--- src/rtl/imem_access_ctrl.sv ---
// Instruction memory port owner: power-up load sequencing, fetch grant and registered fetch output.
// Latency: grants are combinational; if_instr/if_valid update 1 cycle after if_gnt.
// Backpressure: if_stall holds if_instr/if_valid and blocks if_gnt; loader waits while ld_gnt=0.
//
// Ports:
//   i_clk, i_rst_n                      clock, asynchronous active-low reset
//   i_boot_start                        start (re)load of the program image
//   i_ld_req/i_ld_addr/i_ld_data/i_ld_last, o_ld_gnt   loader write channel
//   i_if_req/i_if_addr/i_if_stall, o_if_gnt            fetch request channel
//   o_if_valid/o_if_instr               registered fetched word
//   o_mem_addr/o_mem_we/o_mem_wdata, i_mem_rdata       single memory port
//   o_core_run                          core may execute
//
// Optional build macro IMEM_RUNTIME_LOAD_EN: loader writes in RUN, arbitrated against fetch,
// with a forced loader grant after STARVE_MAX consecutive denied cycles.
module imem_access_ctrl #(
  parameter int          ADDR_W     = 12,
  parameter int          STARVE_MAX = 4,
  parameter logic [15:0] NOP_WORD   = 16'hB000
) (
  input  logic        i_clk,
  input  logic        i_rst_n,
  input  logic        i_boot_start,
  input  logic        i_ld_req,
  input  logic [15:0] i_ld_addr,
  input  logic [15:0] i_ld_data,
  input  logic        i_ld_last,
  output logic        o_ld_gnt,
  input  logic        i_if_req,
  input  logic [15:0] i_if_addr,
  input  logic        i_if_stall,
  output logic        o_if_gnt,
  output logic        o_if_valid,
  output logic [15:0] o_if_instr,
  output logic [15:0] o_mem_addr,
  output logic        o_mem_we,
  output logic [15:0] o_mem_wdata,
  input  logic [15:0] i_mem_rdata,
  output logic        o_core_run
);

  typedef enum logic [1:0] {S_IDLE, S_BOOT, S_RUN} state_t;

  state_t r_state;
  state_t w_state_nxt;
  logic   w_if_gnt_raw;
  logic   w_forced;
  logic   w_ld_gnt;
  logic   w_if_gnt;
  logic   w_unused;

  // Address bits above ADDR_W are dropped without any error indication.
  assign w_unused = ^{i_ld_addr[15:ADDR_W], i_if_addr[15:ADDR_W], 1'(STARVE_MAX)};

  assign w_if_gnt_raw = i_if_req & ~i_if_stall;

`ifdef IMEM_RUNTIME_LOAD_EN
  localparam int CNT_W = $clog2(STARVE_MAX + 1);
  logic [CNT_W-1:0] r_wait_cnt;

  // Loader has waited long enough: it takes the port even if fetch wants it.
  assign w_forced = (r_wait_cnt == CNT_W'(STARVE_MAX)) & i_ld_req;

  always_ff @(posedge i_clk or negedge i_rst_n) begin
    if (!i_rst_n) begin
      r_wait_cnt <= '0;
    end else if ((r_state != S_RUN) || !i_ld_req || w_ld_gnt) begin
      r_wait_cnt <= '0;
    end else if (r_wait_cnt != CNT_W'(STARVE_MAX)) begin
      r_wait_cnt <= r_wait_cnt + 1'b1;
    end
  end
`else
  assign w_forced = 1'b0;
`endif

  always_ff @(posedge i_clk or negedge i_rst_n) begin
    if (!i_rst_n) begin
      r_state <= S_IDLE;
    end else begin
      r_state <= w_state_nxt;
    end
  end

  always_comb begin
    w_state_nxt = r_state;
    w_ld_gnt    = 1'b0;
    w_if_gnt    = 1'b0;
    case (r_state)
      S_IDLE: begin
        if (i_boot_start) w_state_nxt = S_BOOT;
      end
      S_BOOT: begin
        w_ld_gnt = i_ld_req;
        if (i_ld_req && i_ld_last) w_state_nxt = S_RUN;
      end
      S_RUN: begin
        // A reload request takes precedence over a fetch in the same cycle.
        w_if_gnt = w_if_gnt_raw & ~w_forced & ~i_boot_start;
`ifdef IMEM_RUNTIME_LOAD_EN
        w_ld_gnt = i_ld_req & (w_forced | ~w_if_gnt_raw);
`endif
        if (i_boot_start) w_state_nxt = S_BOOT;
      end
      default: w_state_nxt = S_IDLE;
    endcase
  end

  assign o_ld_gnt    = w_ld_gnt;
  assign o_if_gnt    = w_if_gnt;
  assign o_mem_we    = w_ld_gnt;
  assign o_mem_wdata = w_ld_gnt ? i_ld_data : 16'h0000;
  assign o_mem_addr  = w_ld_gnt ? {{(16-ADDR_W){1'b0}}, i_ld_addr[ADDR_W-1:0]} :
                       w_if_gnt ? {{(16-ADDR_W){1'b0}}, i_if_addr[ADDR_W-1:0]} :
                                  16'h0000;

  always_ff @(posedge i_clk or negedge i_rst_n) begin
    if (!i_rst_n) begin
      o_core_run <= 1'b0;
      o_if_valid <= 1'b0;
      o_if_instr <= NOP_WORD;
    end else begin
      if ((r_state == S_BOOT) && (w_state_nxt == S_RUN)) begin
        o_core_run <= 1'b1;
      end
      if (r_state == S_RUN) begin
        if (i_boot_start) begin
          o_core_run <= 1'b0;
          o_if_valid <= 1'b0;
          o_if_instr <= NOP_WORD;
        end else if (w_if_gnt) begin
          o_if_instr <= i_mem_rdata;
          o_if_valid <= 1'b1;
        end else if (!i_if_stall) begin
          o_if_valid <= 1'b0;
        end
      end
    end
  end

endmodule

--- config.mk ---
export PLATFORM = sky130hd
export DESIGN_NAME = imem_access_ctrl
export DESIGN_NICKNAME = d
export VERILOG_FILES = /design/src/rtl/imem_access_ctrl.sv
export SDC_FILE = /design/constraint.sdc
export NUM_CORES = 1
export LEC_CHECK = 0
export BUFFER_PORTS_ARGS = -buffer_cell sky130_fd_sc_hd__buf_4
export CORE_MARGIN = 2
export CORE_UTILIZATION = 34
export DETAILED_ROUTE_END_ITERATION = 10
export PLACE_DENSITY = 0.78
export SLEW_MARGIN = 10
export SYNTH_ARGS = -nofsm -noshare
export SYNTH_HDL_FRONTEND = slang
export SYNTH_SLANG_ARGS = --single-unit
--- constraint.sdc ---
create_clock -name i_clk -period 1.9 [get_ports i_clk]
set_clock_uncertainty 0.15 [all_clocks]
set_input_delay 0.19 -clock i_clk [delete_from_list [all_inputs] [get_ports i_clk]]
set_output_delay 0.19 -clock i_clk [all_outputs]
set_load 0.02 [all_outputs]
== After elaboration in Yosys (flattened, before gate mapping) ==
Index checks and enable logic that the tools add are counted.
Storage, ports and cells
  output and inout port bits: 53
  register bits: 20
Cells by class
  eq/ne operators: 4
  reductions and logical operators: 7
  mux-type cells: 16
  bitwise gates (word level): 4
Operator list (count)
  $mux 16: 3
  $mux 12: 2
  $mux 1: 8
  $eq 2x2->1 const B: 2
  $mux 2: 2
  $pmux 2 s2: 1
  $reduce_and 2->1: 2
  $ne 3x2->1 const B: 1
  $and 1x1->1: 2
  $eq 2x1->1 const B: 1
  $logic_and 1x1->1: 2
  $logic_not 2->1: 1
  $not 1->1: 2
  $reduce_bool 2->1: 1
  $reduce_or 2->1: 1

== Longest topological paths before layout ==
Gate-level depths: netlist (run 1).
  word-level depth: 8
  mapped depth: 5
  mapped depth without buffers: 4

== Least setup slack after synthesis (run 1) ==
No wires, ideal clock.
  path type: register to output
  start point: reg r_state[0]
  end point: out o_mem_addr[10]
  arrival time: 1.187 ns
  cell stages (with the launch flop): 6
  path slack: 0.373 ns
  data required time: 1.560 ns
  path through: dfrtp_1 -> nor2b_4 -> nand3b_4 -> inv_6 -> buf_8 -> a22o_1
On the way
  word-level cells in the longest chain between the ends: 4
  elaborated cells on any way between the ends: 6
  those cells by class: eq/ne (2); mux (4)
Ends and longest elaborated chain
  start, declared: line 44  | state_t r_state;
  start signal, assigned: line 81  | r_state <= w_state_nxt;
  $eq 2x2->1: line 89  | case (r_state)
  $mux 1: line 89
  net o_if_gnt: line 32  | output logic o_if_gnt,
  $mux 12: line 114  | w_if_gnt ? {{(16-ADDR_W){1'b0}}, i_if_addr[ADDR_W-1:0]} :
  $mux 12: line 113  | assign o_mem_addr = w_ld_gnt ? {{(16-ADDR_W){1'b0}}, i_ld_addr[ADDR_W-1:0]} :
  end, declared: line 35  | output logic [15:0] o_mem_addr,
The timed path passes the listed nets, and every way through them passes these cells.

== Worst setup path after layout (run 1) ==
  start point: reg r_state[1]
  end point: out o_mem_wdata[7]
On the way
  word-level cells in the longest chain between the ends: 3
Ends and longest elaborated chain
  $eq 2x1->1: line 89
  $mux 1: line 89
  $mux 16: line 112  | assign o_mem_wdata = w_ld_gnt ? i_ld_data : 16'h0000;
  end, declared: line 37  | output logic [15:0] o_mem_wdata,
No other way between the ends.

==> flow_summary.toml, run 1 <==
[outcome]
outcome = "finished with violations"
violations = "negative setup slack"

[critical_path]
cp_data_arrival_time_ps = 1570
worstSetupEndpointType = "output port"
crit_fanout = 15
critPathRequiredTime_ps = 1560
crit_type = "reg -> out"
worstSetupStartpointType = "register"

[final_layout]
antenna_cells = 0
layout.cells.most_common = "sky130_fd_sc_hd__buf_4"
final_design_utilization_pct = 75.8
mostFrequentLayoutCells = "91 x sky130_fd_sc_hd__buf_4, 26 x sky130_fd_sc_hd__buf_6, 25 x sky130_fd_sc_hd__a22o_1, 17 x sky130_fd_sc_hd__dlygate4sd3_1, 16 x sky130_fd_sc_hd__dfrtp_1"
post_layout_nonfiller_instances = 273
design.final.nets = 301
flow.area_growth_from_synthesis_pct = 112
finish.instance_area_sq_um = 2330
fillerInstances = 188
share_of_cells_above_drive_strength_1_pct = 59.8

[placement]
dpl.hpwl_microns = 2820
place_congestion = 0.728
post-place-cells = 243
port_buffers = 111
area_post_placement_sq_um = 1920

[drt]
wirelength_microns = 4580
detail_route.vias_per_cell = 4.86
detailedRoute.firstPassIterationCount = 4
drc = 0
ant_nets = 0
dr.first_iter.drc_count = 63
num_vias = 1327
routedWlPerCell_microns = 16.8

[clock_tree]
cts_made_buffers = 3
clock_insertion_delay_worst_skew_ps = 290
clk_root_buffer_cell = "sky130_fd_sc_hd__clkbuf_4"
clk_pin_slew_worst_paths_ps = 110
clock_tree.buffer_depth = 2
cts-htree-levels = 1
clkSinkCount = 20
tritoncts = "built"

[power]
clock_power_share_pct = 14.0
internal_power_mw = 1.13
post-layout-total-power_mw = 1.73
p_leak_nw = 1.23
p_switching_mw = 0.599
power_frac_seq_pct = 35.4
peakVddDrop_mv = 0.650
netSwitchingFraction_pct = 34.7
power_density_nw_per_um2 = 741
comb_power_share_pct = 50.6

[floorplanning]
io_pins = 124
core-area_sq_um = 3080
dieArea_sq_um = 3710
die_width_microns = 60.9
floorplan.initialDensity_pct = 35.8
placementRows = 20
die_h_microns = 60.9

[sta]
fin_ws_ps = -7.84
max_fclk_ghz = 0.524
drv_slew = 0
hold_viol_final = 0
tightest_slew_ps = 523
slew_headroom_pct = 65.1
min_period_ps = 1910
timing.final.crit_share_pct = 100
final-setup-viol-count = 1
unrepaired_setup_endpoints_after_global_routing = "true"
final.setup.tns_ps = -7.84

[synth]
synth_area_sq_um = 1100
synthesis.instances = 95
synth.yosys.warnings = 0
syn_avg_cell_area_sq_um = 11.6
postSynthRegisterBits = 20
synth-seq-area-share_pct = 45.8
yosysUniqueCellTypes = 26

[global_routing]
grt_overflow = 0
grt_antenna_before_repair = 0
via_count_of_the_first_global_routing_pass = 1191
pin_count_of_the_biggest_net_entering_global_routing = 31
grt_first_pass_wirelength_microns = 5690
grt_usage_pct = 21.3

[min_path]
worst_hold_path_type = "in -> reg"

[flow_run]
maxCapViolations = 0
-- power by group through the flow --
stage	sequential (mW)	clock, mW	combinational [mW]
2_1_floorplan	0.718	0	0.271
5_1_grt	0.626	0.260	0.915
3_3_place_gp	0.610	0	0.730
3_5_place_dp	0.610	0	0.744
6_report	0.612	0.241	0.874
4_1_cts	0.609	0.243	0.771
-- per-layer routing --
layer,wire [microns],track usage [%],up-vias
met2,2450,42.2,81
li1,-,-,604
met5,0,0,-
met1,1620,22.3,638
met3,475,4.48,4
met4,29,5.59,0
-- cells by family after synthesis --
group                  count (synthesis)  share of synthesized area [%]
DFF                                   20                           45.8
buffers and inverters                 12                           10.2
AOI/OAI and AO/OA                     33                           25.1
muxes                                  1                           1.02
other                                  1                          0.341
and+or+nand+nor                       28                           17.5
-- registers in the layout, indices dropped and copies added (netlist names) --
register / cells
o_core_run: 1
o_if_instr: 16
o_if_valid: 1
r_state: 2
-- cells in the mapped netlist --
library cell,number,area share (%)
sky130_fd_sc_hd__dfrtp_1,17,39
sky130_fd_sc_hd__o21ai_2,1,0.80
sky130_fd_sc_hd__o21a_1,1,0.68
sky130_fd_sc_hd__nand4b_1,1,0.80
sky130_fd_sc_hd__dfstp_2,3,7.2
sky130_fd_sc_hd__nand2_1,4,1.4
sky130_fd_sc_hd__a21oi_1,1,0.45
sky130_fd_sc_hd__or2b_1,1,0.68
sky130_fd_sc_hd__o22a_1,3,2.4
sky130_fd_sc_hd__and3b_1,1,0.80
sky130_fd_sc_hd__a22o_1,25,20
sky130_fd_sc_hd__o21ai_0,2,0.91
sky130_fd_sc_hd__and2b_1,1,0.68
sky130_fd_sc_hd__buf_12,1,1.8
sky130_fd_sc_hd__and2_1,16,9.1
sky130_fd_sc_hd__buf_6,1,1.0
sky130_fd_sc_hd__buf_4,7,4.8
sky130_fd_sc_hd__nor2b_1,1,0.57
sky130_fd_sc_hd__inv_6,1,0.80
sky130_fd_sc_hd__nand3_1,1,0.45
sky130_fd_sc_hd__mux2_2,1,1.0
sky130_fd_sc_hd__nand3b_4,1,1.8
sky130_fd_sc_hd__nor2b_4,1,1.2
sky130_fd_sc_hd__buf_8,1,1.4
sky130_fd_sc_hd__clkbuf_2,1,0.45
sky130_fd_sc_hd__conb_1,1,0.34
-- layout make-up --
type / count / area, sq um / share of cell area, %
repair buffers: 137 / 1220 / 52.1
clock buffers: 4 / 36.3 / 1.56
flip-flops and latches: 20 / 505 / 21.7
multi-input cells: 66 / 502 / 21.5
well taps: 44 / 55.1 / 2.36
repair inverters: 1 / 6.26 / 0.268
inverters: 1 / 11.3 / 0.483
-- worst paths after layout --
path	startpoint	end	slack (ps)	depth (start not counted)
max	r_state[1]$_DFF_PN0_	o_mem_wdata[7]	-8	4
min	i_boot_start	r_state[1]$_DFF_PN0_	10	2
max reg2reg	r_state[1]$_DFF_PN0_	o_if_instr[9]$_DFFE_PN0P_	400	5
min reg2reg	o_if_instr[0]$_DFFE_PN0P_	o_if_instr[0]$_DFFE_PN0P_	370	1
max in group asynchronous	i_rst_n	o_if_instr[13]$_DFFE_PN1P_	1190	2
min in group asynchronous	i_rst_n	o_if_instr[8]$_DFFE_PN0P_	150	2
-- critical path, cell delays in order (launching register included) --
cell and delay, ps:
sky130_fd_sc_hd__dfrtp_1 440, sky130_fd_sc_hd__and3b_2 350, sky130_fd_sc_hd__clkbuf_16 190, sky130_fd_sc_hd__and2_1 160
sky130_fd_sc_hd__buf_6 130
-- metrics by stage --
stage	hold WS [ps]	worst slack, ps
floorplan	-256	373
global placement	-77.2	299
detailed placement	-70.2	293
CTS	0.00810	4.90
global route	9.07	-57.6
finish	10.1	-7.84
-- timing repair --
item                                    CTS  global route
endpoints found under the setup margin   12            12
hold buffers                             17             0
resized for setup                         2            29
pin swaps                                 0            13
setup buffers                             0             6
hold endpoints to repair                 36             0
cloned                                    1             2
(Power assumes the default switching activity.)
==> run 2: changes to the inputs <==
--- a/constraint.sdc
+++ b/constraint.sdc
@@ -3,3 +3,3 @@
 set_input_delay 0.19 -clock i_clk [delete_from_list [all_inputs] [get_ports i_clk]]
 set_output_delay 0.19 -clock i_clk [all_outputs]
-set_load 0.02 [all_outputs]
+set_load 0.005 [all_outputs]
==> flow_summary.toml, run 2 (synthesis results as in run 1) <==
[outcome]
outcome = "finished clean"

[critical_path]
crit_fanout = 7
critPathRequiredTime_ps = 1560
worstSetupEndpointType = "output port"
cp_data_arrival_time_ps = 1520
worstSetupStartpointType = "register"
crit_type = "reg -> out"

[final_layout]
design.final.nets = 302
largest_register_ffs = 16
share_of_cells_above_drive_strength_1_pct = 58.7
layout.cells.most_common = "sky130_fd_sc_hd__buf_4"
largest_registers = "o_if_instr: 16 flops, r_state: 2 flops"
final_design_utilization_pct = 72.0
finish.instance_area_sq_um = 2220
largest_register = "o_if_instr"
mostFrequentLayoutCells = "117 x sky130_fd_sc_hd__buf_4, 25 x sky130_fd_sc_hd__a22o_1, 18 x sky130_fd_sc_hd__dlygate4sd3_1, 16 x sky130_fd_sc_hd__and2_1, 16 x sky130_fd_sc_hd__dfrtp_1"
fillerInstances = 209
flow.area_growth_from_synthesis_pct = 101
antenna_cells = 0

[floorplanning]
floorplan.initialDensity_pct = 35.8
placementRows = 20
dieArea_sq_um = 3710
die_width_microns = 60.9
die_h_microns = 60.9
core-area_sq_um = 3080
io_pins = 124

[sta]
fin_hold_ws_ps = 65.7
final-setup-viol-count = 0
final.setup.tns_ps = 0
unrepaired_setup_endpoints_after_global_routing = "true"
timing.final.crit_share_pct = 98.0
slew_headroom_pct = 62.2
tightest_slew_ps = 567
hold_viol_final = 0
drv_slew = 0
min_period_ps = 1860
max_fclk_ghz = 0.537

[min_path]
worst_hold_path_type = "in -> reg"

[global_routing]
grt_first_pass_wirelength_microns = 5730
grt_antenna_before_repair = 0
via_count_of_the_first_global_routing_pass = 1163
pin_count_of_the_biggest_net_entering_global_routing = 31
grt_usage_pct = 21.8
grt_overflow = 0

[clock_tree]
cts-htree-levels = 1
clk_pin_slew_worst_paths_ps = 120
clock_tree.buffer_depth = 2
tritoncts = "built"
clkSinkCount = 20
clk_root_buffer_cell = "sky130_fd_sc_hd__clkbuf_4"
cts_made_buffers = 3
clock_insertion_delay_worst_skew_ps = 300

[power]
p_leak_nw = 1.20
post-layout-total-power_mw = 1.59
peakVddDrop_mv = 0.599
power_density_nw_per_um2 = 717

[drt]
wirelength_microns = 4520
drc = 0
num_vias = 1316
routedWlPerCell_microns = 16.5
ant_nets = 0
detailedRoute.firstPassIterationCount = 4
dr.first_iter.drc_count = 54
detail_route.vias_per_cell = 4.80

[flow_run]
maxCapViolations = 0

[placement]
area_post_placement_sq_um = 1900
dpl.hpwl_microns = 2750
place_congestion = 0.746
port_buffers = 111
-- run 2: critical path, stage by stage, from the launching register on --
cell,delay [ps]
sky130_fd_sc_hd__dfrtp_1,420
sky130_fd_sc_hd__buf_6,140
sky130_fd_sc_hd__nor2b_4,140
sky130_fd_sc_hd__nand3b_4,150
sky130_fd_sc_hd__inv_8,110
sky130_fd_sc_hd__a22o_1,150
sky130_fd_sc_hd__buf_4,110
-- run 2: final cells by class --
type	count	area, sq um	share of cell area, %
Tap cell	44	55.1	2.48
Inverter	1	11.3	0.508
Clock buffer	3	22.5	1.02
Clock inverter	1	30.0	1.36
Sequential cell	20	505	22.8
Timing Repair Buffer	136	1070	48.3
Timing Repair inverter	2	12.5	0.565
Multi-Input combinational cell	67	509	23.0
-- run 2: worst paths after layout --
kind,from,endpoint,slack (ps),cells past startpoint
worst max-delay path,r_state[0]$_DFF_PN0_,o_mem_addr[5],40,6
worst min-delay path,i_ld_last,o_core_run$_DFF_PN0_,70,3
worst max register to register,r_state[0]$_DFF_PN0_,o_if_instr[8]$_DFFE_PN0P_,330,6
worst min register to register,o_if_instr[0]$_DFFE_PN0P_,o_if_instr[0]$_DFFE_PN0P_,370,1
max in group asynchronous,i_rst_n,o_if_instr[15]$_DFFE_PN1P_,1190,2
min in group asynchronous,i_rst_n,o_if_instr[2]$_DFFE_PN0P_,150,2
-- run 2: what timing repair did --
item / 4_1_cts / 5_1_grt
hold buffers: 17 / 1
buffers inserted: 1 / 5
resized for setup: 3 / 3
hold endpoints to repair: 36 / 1
endpoints found under the setup margin: 30 / 28
gates cloned: 1 / 2
pin swaps: 0 / 4
-- run 2: layer usage --
metal | wire length [microns] | global-route usage, % | vias to the layer above | share of wire [%]
li1 | - | - | 608 | -
met1 | 1520 | 22.6 | 620 | 34
met2 | 2490 | 43.0 | 82 | 55
met3 | 455 | 4.48 | 6 | 10
met4 | 55 | 7.45 | 0 | 1.2
met5 | 0 | 0 | - | 0
-- run 2: where the power goes --
part	internal (mW)	total, mW	switching [mW]
sequential	0.542	0.613	0.0717
clock	0.213	0.351	0.137
combinational	0.411	0.625	0.214
total	1.17	1.59	0.423
-- run 2: per-stage QoR --
step                      worst slack (ps)  cells
after floorplan                        496     98
after global placement                53.5    243
after detailed placement              14.2    243
after CTS                            -13.0    266
after global routing                 -39.0    274
final                                 37.1    274
==> run 3: changes to the inputs <==
- PLACE_DENSITY: 0.78 -> unset
- PLACE_DENSITY_LB_ADDON: unset -> 0.08
==> flow_summary.toml, run 3 (synthesis results as in run 1) <==
[critical_path]
timing.rr.end = "o_if_instr[11]$_DFFE_PN0P_"
timing.rr.start = "r_state[0]$_DFF_PN0_"
crit_type = "reg -> out"
cp_cell_sequence = "and3b_4 > a22o_1 > buf_4"
cp_data_arrival_time_ps = 1470
worst-r2r-setup-slack_ps = 410
critPathMaxStageDelay_ps = 460
number_of_cell_instances_on_the_worst_register_to_register_path = 6
worstSetupStartpointType = "register"
crit_slowest_cell = "sky130_fd_sc_hd__dfrtp_1"
critPathRequiredTime_ps = 1560
worstSetupEndpointType = "output port"
crit_fanout = 15

[sta]
slew_headroom_pct = 62.4
unrepaired_setup_endpoints_after_global_routing = "false"
hold_viol_final = 0
drv_slew = 0
timing.final.crit_share_pct = 95.3
final-setup-viol-count = 0
tightest_slew_ps = 564
max_fclk_ghz = 0.552
min_period_ps = 1810

[drt]
detail_route.vias_per_cell = 4.61
detailedRoute.firstPassIterationCount = 4
dr.first_iter.drc_count = 53
ant_nets = 0
num_vias = 1245
wirelength_microns = 3720
drc = 0
routedWlPerCell_microns = 13.8

[final_layout]
design.final.nets = 298
antenna_cells = 0
largest_registers = "o_if_instr: 16 flops, r_state: 2 flops"
sequential_cell_area_sq_um = 504
flow.area_growth_from_synthesis_pct = 96.7
share_of_cells_above_drive_strength_1_pct = 57.5
layout.cells.most_common = "sky130_fd_sc_hd__buf_4"
mostFrequentLayoutCells = "115 x sky130_fd_sc_hd__buf_4, 25 x sky130_fd_sc_hd__a22o_1, 18 x sky130_fd_sc_hd__dlygate4sd3_1, 17 x sky130_fd_sc_hd__dfrtp_1, 16 x sky130_fd_sc_hd__and2_1"
largest_register = "o_if_instr"
final_design_utilization_pct = 70.4
multiInputGateArea_sq_um = 509
largest_register_ffs = 16
fillerInstances = 247
finish.instance_area_sq_um = 2170

[power]
power_density_nw_per_um2 = 660
p_leak_nw = 1.17
peakVddDrop_mv = 0.604

[placement]
dpl.hpwl_microns = 2780
area_post_placement_sq_um = 1900
place_congestion = 0.707
port_buffers = 111

[floorplanning]
die_width_microns = 60.9
placementRows = 20
core-area_sq_um = 3080
dieArea_sq_um = 3710
floorplan.initialDensity_pct = 35.8
io_pins = 124
die_h_microns = 60.9

[clock_tree]
cts_made_buffers = 3
clk_pin_slew_worst_paths_ps = 100
clock_insertion_delay_worst_skew_ps = 290
clk_root_buffer_cell = "sky130_fd_sc_hd__clkbuf_4"
tritoncts = "built"
clkSinkCount = 20
cts-htree-levels = 1
clock_tree.buffer_depth = 2

[min_path]
hold_path_startpoint = "i_ld_last"
worst_hold_path_type = "in -> reg"
hold_path_end = "o_core_run$_DFF_PN0_"
min_delay_path_depth = 3

[global_routing]
grt_first_pass_wirelength_microns = 5280
grt_usage_pct = 19.0
via_count_of_the_first_global_routing_pass = 1220
pin_count_of_the_biggest_net_entering_global_routing = 21
grt_overflow = 0
grt_antenna_before_repair = 0

[outcome]
outcome = "finished clean"

[flow_run]
maxCapViolations = 0
## run 3: what timing repair did
item | in CTS | in global routing
setup endpoints to repair | 30 | 12
gates cloned | 2 | 0
endpoints found under the hold margin | 37 | 0
setup buffers | 1 | 2
hold buffers | 18 | 0
gates resized for setup | 4 | 0
## run 3: metrics by stage
stage | setup WS, ps | setup TNS [ps] | power (mW) | std cells | hold WS [ps]
6_report | 89.3 | 0 | 1.43 | 270 | 39.9
5_1_grt | 9.81 | 0 | 1.53 | 270 | 47.2
4_1_cts | 33.5 | 0 | 1.44 | 268 | 33.2
3_5_place_dp | -10.1 | -20.8 | 1.16 | 243 | -70.9
3_3_place_gp | 55.1 | 0 | 1.14 | 243 | -72.9
2_1_floorplan | 496 | 0 | 0.811 | 98 | -256
## run 3: worst max-delay path by stage
stage	slack (ps)	end	from	depth (start not counted)
after floorplan	500	o_mem_wdata[10]	r_state[0]$_DFF_PN0_	4
after detailed placement	-10	o_mem_addr[5]	r_state[1]$_DFF_PN0_	3
after CTS	30	o_mem_addr[5]	r_state[0]$_DFF_PN0_	6
after global placement	60	o_mem_addr[9]	r_state[1]$_DFF_PN0_	3
after global routing	10	o_mem_wdata[1]	r_state[1]$_DFF_PN0_	3
final	90	o_mem_addr[5]	r_state[1]$_DFF_PN0_	3
## run 3: power breakdown
part           switching [mW]  internal [mW]
Sequential             0.0585          0.541
Combinational           0.197          0.396
Clock                   0.121          0.117
Total                   0.377           1.05
## run 3: cell type report
class	instances	area share, %
well taps	44	2.54
repair buffers	133	48.2
flip-flops and latches	20	23.3
inverters	1	0.520
repair inverters	1	0.289
multi-input cells	67	23.5
clock buffers	4	1.68
## run 3: critical path, delay by kind of cell, from the launching register on
family          cells  cell delay, ps
compound gates      1             170
buf+inv             1             110
flops               1             460
simple gates        1             440
## run 3: per-layer routing
metal | GRT usage [%] | part of all wire [%]
met5 | 0 | 0
met4 | 4.35 | 0.43
met3 | 4.90 | 11
met2 | 35.0 | 51
met1 | 21.9 | 37
